**config.mk**
```make
export PLATFORM = sky130hd
export DESIGN_NAME = ccg_pattern_engine_flat
export DESIGN_NICKNAME = d
export VERILOG_FILES = /design/src/rtl/ccg_pattern_engine_if.sv /design/src/rtl/ccg_pattern_engine.sv /design/src/flat_wrapper.sv
export SDC_FILE = /design/constraint.sdc
export NUM_CORES = 1
export LEC_CHECK = 0
export ABC_CLOCK_PERIOD_IN_PS = 2100
export BUFFER_PORTS_ARGS = -buffer_cell sky130_fd_sc_hd__buf_4
export CORE_ASPECT_RATIO = 0.6
export CORE_MARGIN = 10
export CORE_UTILIZATION = 54
export CTS_CLUSTER_SIZE = 24
export DETAILED_ROUTE_END_ITERATION = 7
export GPL_TIMING_DRIVEN = 1
export PLACE_DENSITY = 0.88
export SLEW_MARGIN = 40
export SYNTH_ARGS = -nofsm -noshare
export SYNTH_HDL_FRONTEND = slang
export SYNTH_SLANG_ARGS = --single-unit
```
**constraint.sdc**
```tcl
create_clock -name clk -period 2.1 [get_ports clk]
set_input_delay 0.525 -clock clk [delete_from_list [all_inputs] [get_ports clk]]
set_output_delay 0.525 -clock clk [all_outputs]
set_load 0.005 [all_outputs]
```
**src/rtl/ccg_pattern_engine_if.sv**
```systemverilog
// ccg_pattern_engine_if: run control, stimulus/response and result bundle of the pattern engine
interface ccg_pattern_engine_if #(
  parameter int IN_W  = 21,
  parameter int OUT_W = 28,
  parameter int CNT_W = 16
);
  logic             start;
  logic             abort;
  logic [CNT_W-1:0] num_patterns;
  logic [IN_W-1:0]  seed;
  logic [IN_W-1:0]  dut_in;
  logic [OUT_W-1:0] dut_out;
  logic             busy;
  logic             done;
  logic [OUT_W-1:0] signature;
  logic [CNT_W-1:0] pattern_cnt;
  modport master (
    output start, abort, num_patterns, seed, dut_out,
    input  dut_in, busy, done, signature, pattern_cnt
  );
  modport slave (
    input  start, abort, num_patterns, seed, dut_out,
    output dut_in, busy, done, signature, pattern_cnt
  );
endinterface

```
**src/rtl/ccg_pattern_engine.sv**
```systemverilog
// ccg_pattern_engine: LFSR stimulus generator and MISR response compactor for a combinational circuit under test
module ccg_pattern_engine #(
  parameter int IN_W  = 21,
  parameter int OUT_W = 28,
  parameter int CNT_W = 16,
  parameter int LAT   = 0
) (
  input logic               clk,
  input logic               rst_n,
  ccg_pattern_engine_if.slave bus
);
  typedef enum logic [2:0] {IDLE, LOAD, RUN, DRAIN, DONE} state_t;
  state_t           state, state_nx;
  logic [CNT_W-1:0] rem, cnt;
  logic [IN_W-1:0]  seed_q, lfsr, lfsr_nx, lfsr_init, din;
  logic [OUT_W-1:0] sig, sig_nx;
  logic             busy, go, run, last, kill, absorb;
  assign busy      = state == LOAD || state == RUN || state == DRAIN;
  assign go        = (state == IDLE || state == DONE) && bus.start && !bus.abort;
  assign run       = state == RUN;
  assign last      = rem == CNT_W'(1);
  assign kill      = busy && bus.abort;
  assign lfsr_nx   = {lfsr[IN_W-2:0], lfsr[IN_W-1] ^ lfsr[IN_W-3]};
  assign lfsr_init = seed_q == '0 ? IN_W'(1) : seed_q;
  assign sig_nx    = {sig[OUT_W-2:0], sig[OUT_W-1] ^ sig[OUT_W-4]} ^ bus.dut_out;
  always_comb begin
    state_nx = kill ? IDLE
             : go ? LOAD
             : state == LOAD ? (rem == '0 ? DONE : RUN)
             : run && last ? (LAT > 0 ? DRAIN : DONE)
             : state == DRAIN && last ? DONE
             : state;
  end
  // rem counts remaining RUN patterns, then is reused for the DRAIN length
  always_ff @(posedge clk or negedge rst_n) begin
    if (!rst_n) begin
      state  <= IDLE;
      rem    <= '0;
      cnt    <= '0;
      seed_q <= '0;
      lfsr   <= '0;
      din    <= '0;
      sig    <= '0;
    end else begin
      state <= state_nx;
      if (go) begin
        rem    <= bus.num_patterns;
        seed_q <= bus.seed;
      end else if (run && last) rem <= CNT_W'(LAT);
      else if (run || state == DRAIN) rem <= rem - 1'b1;
      if (state == LOAD) begin
        lfsr <= lfsr_init;
        din  <= lfsr_init;
        sig  <= '0;
        cnt  <= '0;
      end else begin
        if (run) begin
          lfsr <= lfsr_nx;
          din  <= lfsr_nx;
        end
        if (absorb) begin
          sig <= sig_nx;
          cnt <= cnt + 1'b1;
        end
      end
    end
  end
  // valid tags follow each presented pattern until its response arrives
  if (LAT == 0) begin : g_nopipe
    assign absorb = run;
  end else begin : g_pipe
    logic [LAT-1:0] vp;
    always_ff @(posedge clk or negedge rst_n) begin
      if (!rst_n) vp <= '0;
      else vp <= kill ? '0 : LAT'({vp, run});
    end
    assign absorb = vp[LAT-1];
  end
  assign bus.dut_in      = din;
  assign bus.busy        = busy;
  assign bus.done        = state == DONE;
  assign bus.signature   = sig;
  assign bus.pattern_cnt = cnt;
endmodule

```
**src/flat_wrapper.sv**
```systemverilog
// flat-port wrapper written by rule: the top's interface ports become plain ports
module ccg_pattern_engine_flat 
#(
  parameter int IN_W  = 21,
  parameter int OUT_W = 28,
  parameter int CNT_W = 16,
  parameter int LAT   = 0
)
  (clk, rst_n, bus_start, bus_abort, bus_num_patterns, bus_seed, bus_dut_out, bus_dut_in, bus_busy, bus_done, bus_signature, bus_pattern_cnt);
  ccg_pattern_engine_if #(.IN_W(IN_W), .OUT_W(OUT_W), .CNT_W(CNT_W)) bus_i ();
  input logic clk;
  input logic rst_n;
  input wire logic [$bits(bus_i.start)-1:0] bus_start;
  input wire logic [$bits(bus_i.abort)-1:0] bus_abort;
  input wire logic [$bits(bus_i.num_patterns)-1:0] bus_num_patterns;
  input wire logic [$bits(bus_i.seed)-1:0] bus_seed;
  input wire logic [$bits(bus_i.dut_out)-1:0] bus_dut_out;
  output wire logic [$bits(bus_i.dut_in)-1:0] bus_dut_in;
  output wire logic [$bits(bus_i.busy)-1:0] bus_busy;
  output wire logic [$bits(bus_i.done)-1:0] bus_done;
  output wire logic [$bits(bus_i.signature)-1:0] bus_signature;
  output wire logic [$bits(bus_i.pattern_cnt)-1:0] bus_pattern_cnt;
  assign bus_i.start = bus_start;
  assign bus_i.abort = bus_abort;
  assign bus_i.num_patterns = bus_num_patterns;
  assign bus_i.seed = bus_seed;
  assign bus_i.dut_out = bus_dut_out;
  assign bus_dut_in = bus_i.dut_in;
  assign bus_busy = bus_i.busy;
  assign bus_done = bus_i.done;
  assign bus_signature = bus_i.signature;
  assign bus_pattern_cnt = bus_i.pattern_cnt;
  ccg_pattern_engine #(.IN_W(IN_W), .OUT_W(OUT_W), .CNT_W(CNT_W), .LAT(LAT)) u_core (.clk(clk), .rst_n(rst_n), .bus(bus_i));
endmodule
```
Word level (Yosys, flattened, before mapping)
Cells that the tools add are included.
{"block": "word_totals", "regBits": 105, "input_bits": 69, "output_inout_bits": 67}
{"block": "classes", "reduce_logical": 16, "muxes": 16, "n_addsub": 2, "n_eq_ne": 5, "bitwise": 3}
{"op": "$mux W16", "count": 5}
{"op": "$mux W21", "count": 3}
{"op": "$mux W28", "count": 2}
{"op": "$xor A28 B28 Y28", "count": 1}
{"op": "$logic_not A21 Y1", "count": 1}
{"op": "$mux W3", "count": 6}
{"op": "$add A16 B1 Y16 const B", "count": 1}
{"op": "$eq A16 B1 Y1 const B", "count": 1}
{"op": "$logic_not A16 Y1", "count": 1}
{"op": "$sub A16 B1 Y16 const B", "count": 1}
{"op": "$eq A3 B2 Y1 const B", "count": 2}
{"op": "$logic_and A1 B1 Y1", "count": 5}
{"op": "$reduce_bool A5 Y1", "count": 1}
{"op": "$logic_or A1 B1 Y1", "count": 4}
{"op": "$eq A3 B1 Y1 const B", "count": 1}
{"op": "$eq A3 B3 Y1 const B", "count": 1}
{"op": "$logic_not A3 Y1", "count": 1}
{"op": "$reduce_bool A3 Y1", "count": 1}
{"op": "$reduce_bool A2 Y1", "count": 1}
{"op": "$xor A1 B1 Y1", "count": 2}
{"op": "$logic_not A1 Y1", "count": 1}

Depth between registers and ports, before layout
{"block": "logic_depth", "word_depth": 7, "mapped_depth": 7}

Worst setup path after synthesis
Ideal clock, no wire load.
{"block": "synth_path", "path_kind": "input to register", "start": "input port bus_start", "end": "register u_core.seed_q[12]", "slack_ns": 0.410, "path_stages": 6, "n_path_buf": 2, "arrival_time_ns": 1.625, "t_required_ns": 2.035, "setup_time_ns": 0.065, "cell_sequence": "or2b_1 nor3_1 buf_2 buf_2 nand2_1 nand2_1"}
{"block": "synth_via", "elab_chain_len": 2}
{"element": "start: declaration", "line_no": "flat_wrapper.sv:13", "source": "input wire logic [$bits(bus_i.start)-1:0] bus_start;"}
{"element": "$logic_and A1 B1 Y1 (2 in a row)", "line_no": "ccg_pattern_engine.sv:19", "source": "assign go = (state == IDLE || state == DONE) && bus.start && !bus.abort;"}
{"element": "end signal: assignment", "line_no": "ccg_pattern_engine.sv:48", "source": "seed_q <= bus.seed;"}
{"element": "end: declaration", "line_no": "ccg_pattern_engine.sv:15", "source": "logic [IN_W-1:0] seed_q, lfsr, lfsr_nx, lfsr_init, din;"}
Every way passes these cells.
A chain may end at the register's enable or synchronous reset.

Final worst setup path
{"block": "layout_path", "start": "register u_core.rem[2]", "end": "register u_core.rem[15]"}
{"block": "layout_via", "elab_chain_len": 4, "elab_cells_between_ends": 7, "classes_between": "1 x add/sub; 1 x eq/ne; 3 x mux; 2 x reduce/logical"}
{"element": "start: declaration", "line_no": "ccg_pattern_engine.sv:14", "source": "logic [CNT_W-1:0] rem, cnt;"}
{"element": "start signal: assignment", "line_no": "ccg_pattern_engine.sv:47", "source": "rem <= bus.num_patterns;"}
{"element": "start signal: assignment", "line_no": "ccg_pattern_engine.sv:49", "source": "end else if (run && last) rem <= CNT_W'(LAT);"}
{"element": "start signal: assignment", "line_no": "ccg_pattern_engine.sv:50", "source": "else if (run || state == DRAIN) rem <= rem - 1'b1;"}
{"element": "$sub A16 B1 Y16 / $eq A16 B1 Y1 (equally long branches)", "line_no": "ccg_pattern_engine.sv:50, ccg_pattern_engine.sv:21"}
{"element": "$mux W16 / $logic_and A1 B1 Y1 (equally long branches)", "line_no": "ccg_pattern_engine.sv:50, ccg_pattern_engine.sv:49"}
{"element": "$mux W16", "line_no": "ccg_pattern_engine.sv:49"}
{"element": "$mux W16", "line_no": "ccg_pattern_engine.sv:46", "source": "if (go) begin"}
Several ways; a longest one is shown, not always the timed one. The select of a mux whose other input is x is not followed.

==> results by stage <==
Status:
- The flow ran to the end, and the final reports show no timing, DRC or antenna violations.

Timing:
- Between clock sinks in the finished design, the worst skew comes to 0.00689 ns.
- The post-route worst setup slack is about 0.077 ns.
- The portion of the clock cycle consumed by the worst path in the final layout is 96.3%.
- Setup repair after global routing left no endpoint under its margin.
- The max-slew violation total from the final report came to 0.
- The final total negative setup slack is 0 ns.
- Setup violations remaining at the end of the flow were counted as 0.
- Counting I/O delays and the setup requirement, the final critical path takes 2.02 ns.
- The worst-case headroom to the max-slew limit is around 60%.
- The slew of the pin with the lowest slew margin is 0.597 ns.
- The count of final hold-check violations is 0.
- Timing would allow up to 0.494 GHz.

Pwr:
- The power density normalized to cell area is roughly 580 nW/um^2.
- The analysis attributes to cell leakage a power of 3.37 nW.
- Registers are responsible for 51.4% of the overall power.
- IR analysis of the VDD net gives a maximum drop of just over 0.4 mV.
- The switching fraction of total power is 20.3%.
- The internal portion of the total power is 0.00319 W.
- The combinational share of power is 5.3%.
- The clock power share is 43.3%.
- The switching power is 0.000815 W.

Critical path:
- The category of the critical setup timing path is register to register.
- The cell with the largest stage delay on the worst path is sky130_fd_sc_hd__nor4_1.
- The logic depth of the worst setup path including buffers is 5.
- The largest single stage delay on the critical path is 0.55 ns.
- The kind of cell with the highest combined delay along the critical path is simple AND/OR/NAND/NOR gates.
- Traced cell by cell, the critical path runs through nor4_1 > nand2_1 > nor3b_1 > xnor2_1 > o22ai_1.
- In this run the worst path has a maximum fanout of 5.
- The capture point of the critical path is u_core.rem[15].
- The worst flop-to-flop path startpoint is u_core.rem[2].
- The register-to-register setup slack is 0.08 ns.
- STA classifies the critical path endpoint as a register.
- The number of cells traversed by the worst register-to-register path is 5.
- Together, buffers and inverters on the worst path number 0.
- In this run the worst setup path begins at u_core.rem[2].
- The critical path data arrival time is ~2.3 ns.
- The launching element type of the critical path is a register.
- The terminus of the critical flop-to-flop path is u_core.rem[15].
- At the worst endpoint, the required time is 2.33 ns.

Clocking:
- After clock tree synthesis, the clock-pin slew on the worst setup and hold paths is 0.07 ns.
- After clock tree synthesis, the flow added hold-fix buffers numbering 0.
- The insertion delay to the later sink of the worst-skew pair is 0.35 ns.
- TritonCTS built the clock tree.
- The maximum buffer depth of the clock tree is 2.
- The H-tree depth is 3.
- The root buffer cell chosen for the clock tree is sky130_fd_sc_hd__clkbuf_16.
- The clock sink count is 105.
- In this run, CTS created clock tree buffers numbering 9.

Routing:
- For this run, the detailed router's first-pass iteration total came to 6.
- The met2 wire length is 7000 um.
- Dividing the detail-routed wire length by the instance count gives 17.5 um.
- The initial detailed-routing violation count is 366.
- The met3 wire length is 1530 um.
- The number of antenna-violating nets in the routed design is 0.
- After detailed routing, the total wire length is 15700 um.
- The sum of routed wire segments on met1 is around 6900 um.
- The highest metal layer with signal wires is met4.
- The average vias per placed instance is 5.64.
- Summing over every cut layer, the via total after detailed routing is 5035.
- The final routed DRC violation total is 0.

Synth:
- The flop and latch count out of synthesis is 105.
- The most common cell in the netlist is sky130_fd_sc_hd__nand2_1.
- Yosys printed 0 warnings.
- Synthesis handed over a netlist of about 620 instances.
- In the synthesized netlist the async set-or-reset flop fraction comes to between 90% and 100%.
- Ranked by total cell area, the synthesized netlist is headed by sky130_fd_sc_hd__dfrtp_1 48%, sky130_fd_sc_hd__nand2_1 8.0%, sky130_fd_sc_hd__nor2_1 6.5%, sky130_fd_sc_hd__xnor2_1 6.3%, sky130_fd_sc_hd__a21oi_1 5.3%.
- The biggest area contributor in the post-synthesis netlist is sky130_fd_sc_hd__dfrtp_1.
- The main flop type after synthesis is sky130_fd_sc_hd__dfrtp_1.
- Sorting the synthesized cells by how often they occur yields 116 x sky130_fd_sc_hd__nand2_1, 105 x sky130_fd_sc_hd__dfrtp_1, 94 x sky130_fd_sc_hd__nor2_1.
- After synthesis the cells add up to 5430 um^2.
- The mean instance size in the synthesized netlist is 8.72 um^2.
- The net count after synthesis is 696.
- The number of different library cells used by synthesis comes to 55.
- Summing the sequential cell areas from Yosys gives 48.4% of the chip area.
- The number of enable-type register cells in the synthesized netlist is 0.
- In this run the biggest area consumer among cell types represents a little under 50% of the synthesized area.

Die:
- The die height is 97.7 um.
- The total I/O pin count is 136.
- The core box area is approximately 9800 um^2.
- Measured along the x axis, the die boundary spans between 100 and 150 um.
- The floorplan step defined a die boundary enclosing roughly 15000 um^2.
- The number of placement rows is 28.
- The initial utilization of the core area, before any placement, comes to between 50% and 60%.

Global route:
- The total overflow left after global routing is 0.
- The maximum number of pins on one net before global-route repair is between 40 and 50.
- The number of antenna violations at the first check in global routing is 0.
- In the global route stage, overall resource usage came out at 21.5%.
- The via count of the first global-routing pass came to 4900.
- The global-route wire length before repair is approximately 26000 um.

Placed design:
- The number of placed instances, taps included is 879.
- The worst slack at placement is 0.190 ns.
- The half-perimeter wire length after detailed placement is 11800 um.
- The weighted congestion at the end of routability-driven global placement is 0.935.
- Input and output buffers added on the ports amount to about 140.

Min path:
- The worst hold-check path type is input pin to async pin.

Finish:
- The final layout contains 828 nets.
- The synthesis-to-finish area growth is 27.9%.
- The antenna diode count is 0.
- For this run, the number of standard cells in the final layout without fillers is 893.
- Cells with a size suffix above 1 make up 24.8% of the layout.

Job:
- Across the run, the number of max-cap violations was 0.
-- final cells by class --
type                            count  area [um^2]
Clock buffer                       11          233
Clock inverter                      3         67.6
Fill cell                         742         2900
Inverter                            8         30.0
Multi-Input combinational cell    472         2600
Sequential cell                   105         2630
Tap cell                          135          169
Timing Repair Buffer              159         1220
-- power by group through the flow --
stage / Clock, W / Combinational (W) / Sequential, W
floorplan: 0 / 0.0000465 / 0.00209
global placement: 0 / 0.000210 / 0.00209
detailed placement: 0 / 0.000215 / 0.00209
CTS: 0.00176 / 0.000217 / 0.00206
global route: 0.00186 / 0.000236 / 0.00206
finish: 0.00173 / 0.000214 / 0.00206
-- routing by layer --
layer / GRT usage (%) / vias to the layer above
met5: 0 / -
met3: 7.40 / 20
met1: 29.3 / 2360
met2: 31.9 / 248
li1: - / 2407
met4: 5.33 / 0
-- logic make-up after synthesis --
group	after synthesis	share of synthesized area [%]
AND/OR/NAND/NOR	268	22.3
AO/OA/AOI/OAI	150	16.3
flip-flops	105	48.4
buffers and inverters	46	3.99
adder cells (fa/ha/maj)	4	0.921
multiplexers	3	0.553
XOR/XNOR	47	7.58
-- per-stage QoR --
| stage | power [W] | utilization (%) | instance area [um^2] | hold WS (ns) |
|---|---|---|---|---|
| finish | 0.00401 | 70.5 | 6940 | 0.0961 |
| global route | 0.00416 | 70.5 | 6940 | 0.101 |
| CTS | 0.00404 | 70.5 | 6940 | 0.0985 |
| detailed placement | 0.00231 | 67.5 | 6640 | 0.466 |
| global placement | 0.00230 | 67.5 | 6640 | 0.464 |
| floorplan | 0.00214 | - | 5430 | 0.229 |
-- how the worst min path moves through the flow --
stage | slack (ns) | end | start
after floorplan | 0.23 | u_core.bus.pattern_cnt[0] | rst_n
after global placement | 0.46 | u_core.seed_q[17] | rst_n
after detailed placement | 0.47 | u_core.seed_q[18] | rst_n
after CTS | 0.1 | u_core.seed_q[18] | rst_n
after global routing | 0.10 | u_core.seed_q[18] | rst_n
final | 0.1 | u_core.seed_q[18] | rst_n
-- cell usage in the layout, fill, tap and decap left out, types with 2 or more instances in the layout --
| cell type | instances |
|---|---|
| sky130_fd_sc_hd__dfrtp_1 | 104 |
| sky130_fd_sc_hd__buf_12 | 2 |
| sky130_fd_sc_hd__and4_1 | 3 |
| sky130_fd_sc_hd__ha_1 | 4 |
| sky130_fd_sc_hd__clkbuf_16 | 9 |
| sky130_fd_sc_hd__a21oi_1 | 58 |
| sky130_fd_sc_hd__xor2_1 | 8 |
| sky130_fd_sc_hd__nor4_1 | 8 |
| sky130_fd_sc_hd__o311ai_0 | 2 |
| sky130_fd_sc_hd__xnor2_1 | 39 |
| sky130_fd_sc_hd__o41ai_1 | 2 |
| sky130_fd_sc_hd__or3_1 | 2 |
| sky130_fd_sc_hd__o21ai_0 | 45 |
| sky130_fd_sc_hd__nor3b_4 | 2 |
| sky130_fd_sc_hd__and2_1 | 3 |
| sky130_fd_sc_hd__o221ai_1 | 2 |
| sky130_fd_sc_hd__mux2i_1 | 3 |
| sky130_fd_sc_hd__nand2_1 | 116 |
| sky130_fd_sc_hd__nor3_2 | 2 |
| sky130_fd_sc_hd__nand4_1 | 9 |
| sky130_fd_sc_hd__a22oi_1 | 4 |
| sky130_fd_sc_hd__a21o_1 | 2 |
| sky130_fd_sc_hd__o31ai_1 | 2 |
| sky130_fd_sc_hd__nor2_1 | 93 |
| sky130_fd_sc_hd__inv_1 | 8 |
| sky130_fd_sc_hd__nor3_1 | 5 |
| sky130_fd_sc_hd__nor4_2 | 2 |
| sky130_fd_sc_hd__buf_4 | 157 |
| sky130_fd_sc_hd__bufinv_16 | 2 |
| sky130_fd_sc_hd__nand3_1 | 10 |
| sky130_fd_sc_hd__clkbuf_1 | 2 |
| sky130_fd_sc_hd__o22ai_1 | 21 |
-- flip-flops by register name, indices dropped and copies added (netlist names) --
register and flops:
u_core.bus.signature 28, u_core.lfsr 21, u_core.seed_q 21, u_core.bus.pattern_cnt 16
u_core.rem 16, u_core.state 3
-- repair_timing --
| action | CTS | global route |
|---|---|---|
| setup endpoints to repair | 0 | 1 |
| resized for setup | 0 | 1 |
| hold endpoints to repair | 0 | 0 |
| buffers inserted | 0 | 0 |
-- worst reg2reg max path, cell delays in order, from the launching register on --
cell	delay [ns]
sky130_fd_sc_hd__dfrtp_1	0.43
sky130_fd_sc_hd__nor4_1	0.55
sky130_fd_sc_hd__nand2_1	0.26
sky130_fd_sc_hd__nor3b_1	0.39
sky130_fd_sc_hd__xnor2_1	0.18
sky130_fd_sc_hd__o22ai_1	0.10
No activity file was read; power rests on OpenSTA's default activity.
